===== config.mk =====
export PLATFORM = sky130hd
export DESIGN_NAME = serial_frame_rx
export DESIGN_NICKNAME = d
export VERILOG_FILES = /design/src/rtl/serial_rx_pkg.sv /design/src/rtl/serial_frame_rx.sv
export SDC_FILE = /design/constraint.sdc
export NUM_CORES = 1
export LEC_CHECK = 0
export CAP_MARGIN = 40
export CORE_MARGIN = 4
export CORE_UTILIZATION = 40
export CTS_CLUSTER_SIZE = 40
export DETAILED_ROUTE_END_ITERATION = 12
export MAX_ROUTING_LAYER = met4
export SYNTH_ARGS = -nofsm -noshare
export SYNTH_HDL_FRONTEND = slang
export SYNTH_SLANG_ARGS = --single-unit

===== constraint.sdc =====
create_clock -name clk -period 1.7 [get_ports clk]
set_input_delay 0.255 -clock clk [delete_from_list [all_inputs] [get_ports clk]]
set_output_delay 0.255 -clock clk [all_outputs]
set_load 0.02 [all_outputs]

===== src/rtl/serial_rx_pkg.sv =====
// Shared definitions for the serial frame receiver: state encoding,
// default word width and a counter-width helper.
package serial_rx_pkg;

    typedef enum logic [1:0] {
        IDLE   = 2'd0,
        DATA   = 2'd1,
        PARITY = 2'd2,
        STOP   = 2'd3
    } rx_state_e;

    localparam int DEFAULT_DATA_W = 8;

    // Bit-index width for a DATA_W-bit word; never narrower than one bit.
    function automatic int cnt_width(input int n);
        return (n <= 2) ? 1 : $clog2(n);
    endfunction

endpackage


===== src/rtl/serial_frame_rx.sv =====
// Serial frame receiver: start bit, DATA_W data bits LSB first, optional
// parity bit, stop bit. Results are registered and pulsed once per frame.
module serial_frame_rx
    import serial_rx_pkg::*;
#(
    parameter int DATA_W     = DEFAULT_DATA_W,
    parameter bit PARITY_EN  = 1'b1,
    parameter bit PARITY_ODD = 1'b0
) (
    input  logic              clk,
    input  logic              rst,
    input  logic              bit_en,
    input  logic              din,
    output logic [DATA_W-1:0] data_out,
    output logic              frame_done,
    output logic              data_valid,
    output logic              parity_err,
    output logic              frame_err,
    output logic              busy,
    output logic [7:0]        good_cnt,
    output rx_state_e         state_dbg
);

    localparam int              CNT_W    = cnt_width(DATA_W);
    localparam logic [CNT_W-1:0] LAST_BIT = CNT_W'(DATA_W - 1);

    // Input qualification: din is consumed only on a rising edge where
    // bit_en=1; on any other edge the FSM and datapath hold, and only the
    // one-cycle frame_done/data_valid pulses drop back to 0. No backpressure.

    rx_state_e         state, state_next;
    logic [DATA_W-1:0] shift_reg, shift_next;
    logic [CNT_W-1:0]  bit_cnt, cnt_next;
    logic              par_acc, par_next;
    logic              par_fail, par_fail_next;
    logic [DATA_W-1:0] data_next;
    logic              perr_next, ferr_next, done_next, valid_next;
    logic [7:0]        good_next;

    always_ff @(posedge clk) begin
        if (rst) begin
            state      <= IDLE;
            shift_reg  <= '0;
            bit_cnt    <= '0;
            par_acc    <= 1'b0;
            par_fail   <= 1'b0;
            data_out   <= '0;
            parity_err <= 1'b0;
            frame_err  <= 1'b0;
            frame_done <= 1'b0;
            data_valid <= 1'b0;
            good_cnt   <= 8'd0;
        end else begin
            state      <= state_next;
            shift_reg  <= shift_next;
            bit_cnt    <= cnt_next;
            par_acc    <= par_next;
            par_fail   <= par_fail_next;
            data_out   <= data_next;
            parity_err <= perr_next;
            frame_err  <= ferr_next;
            frame_done <= done_next;
            data_valid <= valid_next;
            good_cnt   <= good_next;
        end
    end

    always_comb begin
        state_next    = state;
        shift_next    = shift_reg;
        cnt_next      = bit_cnt;
        par_next      = par_acc;
        par_fail_next = par_fail;
        data_next     = data_out;
        perr_next     = parity_err;
        ferr_next     = frame_err;
        done_next     = 1'b0;
        valid_next    = 1'b0;
        good_next     = good_cnt;

        if (bit_en) begin
            unique case (state)
                IDLE: begin
                    if (!din) begin
                        state_next    = DATA;
                        shift_next    = '0;
                        cnt_next      = '0;
                        par_next      = 1'b0;
                        par_fail_next = 1'b0;
                    end
                end
                DATA: begin
                    shift_next[bit_cnt] = din;
                    par_next            = par_acc ^ din;
                    cnt_next            = bit_cnt + CNT_W'(1);
                    if (bit_cnt == LAST_BIT) begin
                        state_next = PARITY_EN ? PARITY : STOP;
                    end
                end
                PARITY: begin
                    par_fail_next = ((par_acc ^ din) != PARITY_ODD);
                    state_next    = STOP;
                end
                STOP: begin
                    // Always return to IDLE here, even when din=0, so a bad
                    // stop bit is never mistaken for the next start bit.
                    state_next = IDLE;
                    data_next  = shift_reg;
                    perr_next  = par_fail;
                    ferr_next  = !din;
                    done_next  = 1'b1;
                    valid_next = !par_fail && din;
                    if (!par_fail && din) begin
                        good_next = good_cnt + 8'd1;
                    end
                end
                default: state_next = IDLE;
            endcase
        end
    end

    assign busy      = (state != IDLE);
    assign state_dbg = state;

endmodule


==> metrics, run 1 <==
fillcell total 367; Worst-Margin Slew 0.538 ns; Final Wtd Congestion 0.775; detailed-route DRC error count 0; io pins 27; # port buffers 26; number of global-route vias before repair 1369; crit path cell chain clkdlybuf4s50_1; Antenna Nets Post-Route 0; max incr delay on CP 0.64 ns; first-pass GRT wire length 6420 um; Comb power frac 11.8%; VDD IR max 654 uV; CTS tree done; Worst Hold Class flip-flop to flip-flop; CTS Buf Count 5; Area Growth Syn to Fin 31.8%; met3 WL post-DR 213 um; Detailed Route WL 3770 um; Final Hold Vio Count 0; die area 0.00523 mm2; nets@finish 242; RSZ-0062 raised after global routing true; cell count after synthesis 194; syn_nets 207; synthesized area 0.00166 mm2; required time worst endpoint 1.44 ns; Critical Path Source Type flip-flop; die outline width 72.3 um; later-pin clock latency in the skew report 0.29 ns; wire per inst 13.5 um; Final HPWL DP 2800 um; core area 0.00400 mm2; switching share of power 24.3%; Cell Rows 23; Tmin final 1.62 ns; post-synth cell types 34; DRT Pass-1 Iters 4; clock share of power 41.3%; yosys warns 0; largest net degree at the start of global routing 27; Max Slew Vio Count 0; outcome completed; NetSw 0.432 mW; CTS clk-pin slew, worst paths 0.07 ns; Total Power 1.78 mW; diodes inserted 0; Rel. slew slack 64.1%; GRT Util Overall 16.0%; DR WL met2 1830 um; Setup CP Type flip-flop to output port; layout cells sized above 1 14.3%; Critical Path AT 1.37 ns; Bufs and invs on worst path 1; vias 1514; Top Layer Used met4; Clock Tree Root clkbuf_8; maxcap violations 0; Initial Util 41.4%; worst-path maximum fanout 6; Avg Inst Size Synth 8.53 um2; grt total ovfl 0; initial antenna violation count 0; CTS sink cnt 35; most frequent cells in the layout dfxtp_1, nand2_1, clkdlybuf4s50_1; sequential fraction of the synthesis area 42.3%; Seq cells post-synth 35; most common cell after layout, fill and taps aside dfxtp_1; clock buffer depth 2; Power Dens Cells 816 mW/mm2; fmax 0.616 GHz; Die Y 72.3 um; hold buffers post-CTS 0; fin crit share 95.5%; critical path's slowest cell clkdlybuf4s50_1; Top delay family on crit path buffers and inverters; LEAKAGE 0.772 nW; internal power 1.35 mW; setup violators final 0; sequential share of power 46.9%; CP Capture Type output port; Post-Route Setup TNS 0 ns; Starting DRT DRC Count 70; H-tree depth 2; clock skew 0.00824 ns; routed length on met1 1700 um; drt via density 5.41
[routing by layer]
metal,vias to the layer above,global-route usage [%]
li1,768,-
met1,701,19.8
met2,40,25.3
met3,5,4.29
met4,0,5.01
met5,-,-
[metrics by stage]
stage               std cells  util [%]  instance area (um2)  setup slack, ns  hold slack [ns]
CTS                       280      54.1                 2160           0.0331            0.462
floorplan                 194         -                 1660           0.0353            0.351
finish                    280      54.6                 2180           0.0758            0.461
global route              280      54.6                 2180          -0.0416            0.486
global placement          272      51.2                 2050          -0.0624            0.442
detailed placement        272      51.2                 2050           -0.132            0.452
[path summary, 6_finish.rpt]
check | slack, ns | start | cells past startpoint | end
max | 0.08 | good_cnt[0] | 1 | good_cnt[0]
min | 0.46 | data_out[5] | 2 | data_out[5]
max reg2reg | 0.08 | state_dbg[0] | 6 | shift_reg[1]
min reg2reg | 0.46 | data_out[5] | 2 | data_out[5]
[tightest hold or removal path: cells and delay by family, from the launching register on]
family | cells | cell delay, ns
DFF | 1 | 0.31
AOI/OAI and AO/OA | 1 | 0.05
and+or+nand+nor | 1 | 0.05
[cell usage after synthesis]
master | number | area share (%)
o31a_1 | 1 | 0.53
o311ai_0 | 1 | 0.53
buf_2 | 2 | 0.60
nand3b_1 | 3 | 1.4
or3b_2 | 3 | 1.6
a21bo_2 | 1 | 0.60
a21boi_0 | 1 | 0.45
a21o_1 | 1 | 0.45
nand2b_1 | 3 | 1.1
nand3_1 | 5 | 1.5
o31ai_1 | 5 | 2.3
and2b_1 | 1 | 0.45
inv_1 | 9 | 2.0
ha_1 | 9 | 6.8
mux2i_1 | 1 | 0.60
or4_1 | 3 | 1.4
o211ai_1 | 1 | 0.45
a311oi_1 | 1 | 0.53
xor2_1 | 1 | 0.53
nor3b_1 | 1 | 0.45
dfxtp_1 | 35 | 42
o21ai_0 | 7 | 2.1
nor2_1 | 8 | 1.8
or3b_1 | 1 | 0.53
a211oi_1 | 8 | 3.6
clkbuf_1 | 10 | 2.3
a21oi_1 | 22 | 6.7
nand4b_2 | 1 | 0.91
nand2_1 | 27 | 6.1
or3_1 | 6 | 2.3
o32ai_1 | 7 | 3.7
and2_1 | 2 | 0.76
nand4_1 | 4 | 1.5
nor2b_1 | 3 | 1.1
[kinds of logic after synthesis]
logic type / after synthesis / share of synthesized area (%)
muxes: 1 / 0.605
buffers and inverters: 21 / 4.91
xor gates and xnor gates: 1 / 0.529
and+or+nand+nor: 71 / 22.9
AOI/OAI and AO/OA: 56 / 21.9
DFF: 35 / 42.3
adders and majority gates: 9 / 6.80
[power by group through the flow]
| stage | sequential, mW | combinational (mW) | clock (mW) |
|---|---|---|---|
| floorplan | 0.859 | 0.118 | 0 |
| global placement | 0.854 | 0.198 | 0 |
| detailed placement | 0.855 | 0.207 | 0 |
| CTS | 0.835 | 0.207 | 0.757 |
| global route | 0.837 | 0.232 | 0.796 |
| finish | 0.836 | 0.210 | 0.735 |
[repair_timing]
item | 4_1_cts | 5_1_grt
setup endpoints to repair | 12 | 13
buffers inserted | 0 | 0
resized for setup | 2 | 6
[area by class of cell]
cell class	instances	area (um2)	share of cell area [%]
multi-input combinational	138	892	40.9
clock inverter	3	43.8	2.01
clock buffer	5	68.8	3.15
inverter	9	33.8	1.55
sequential	35	704	32.3
timing repair buffer	40	377	17.3
tap	50	62.6	2.87
Note: power is estimated with default switching activity, not from simulation.
==> run 2, diff against run 1 <==
--- a/config.mk
+++ b/config.mk
@@ -10,6 +10,7 @@
 export CORE_UTILIZATION = 40
 export CTS_CLUSTER_SIZE = 40
 export DETAILED_ROUTE_END_ITERATION = 12
+export GPL_TIMING_DRIVEN = 1
 export MAX_ROUTING_LAYER = met4
 export SYNTH_ARGS = -nofsm -noshare
 export SYNTH_HDL_FRONTEND = slang
==> results of run 2 <==
No change in the layout: final DEF, timing and power equal those of run 1.
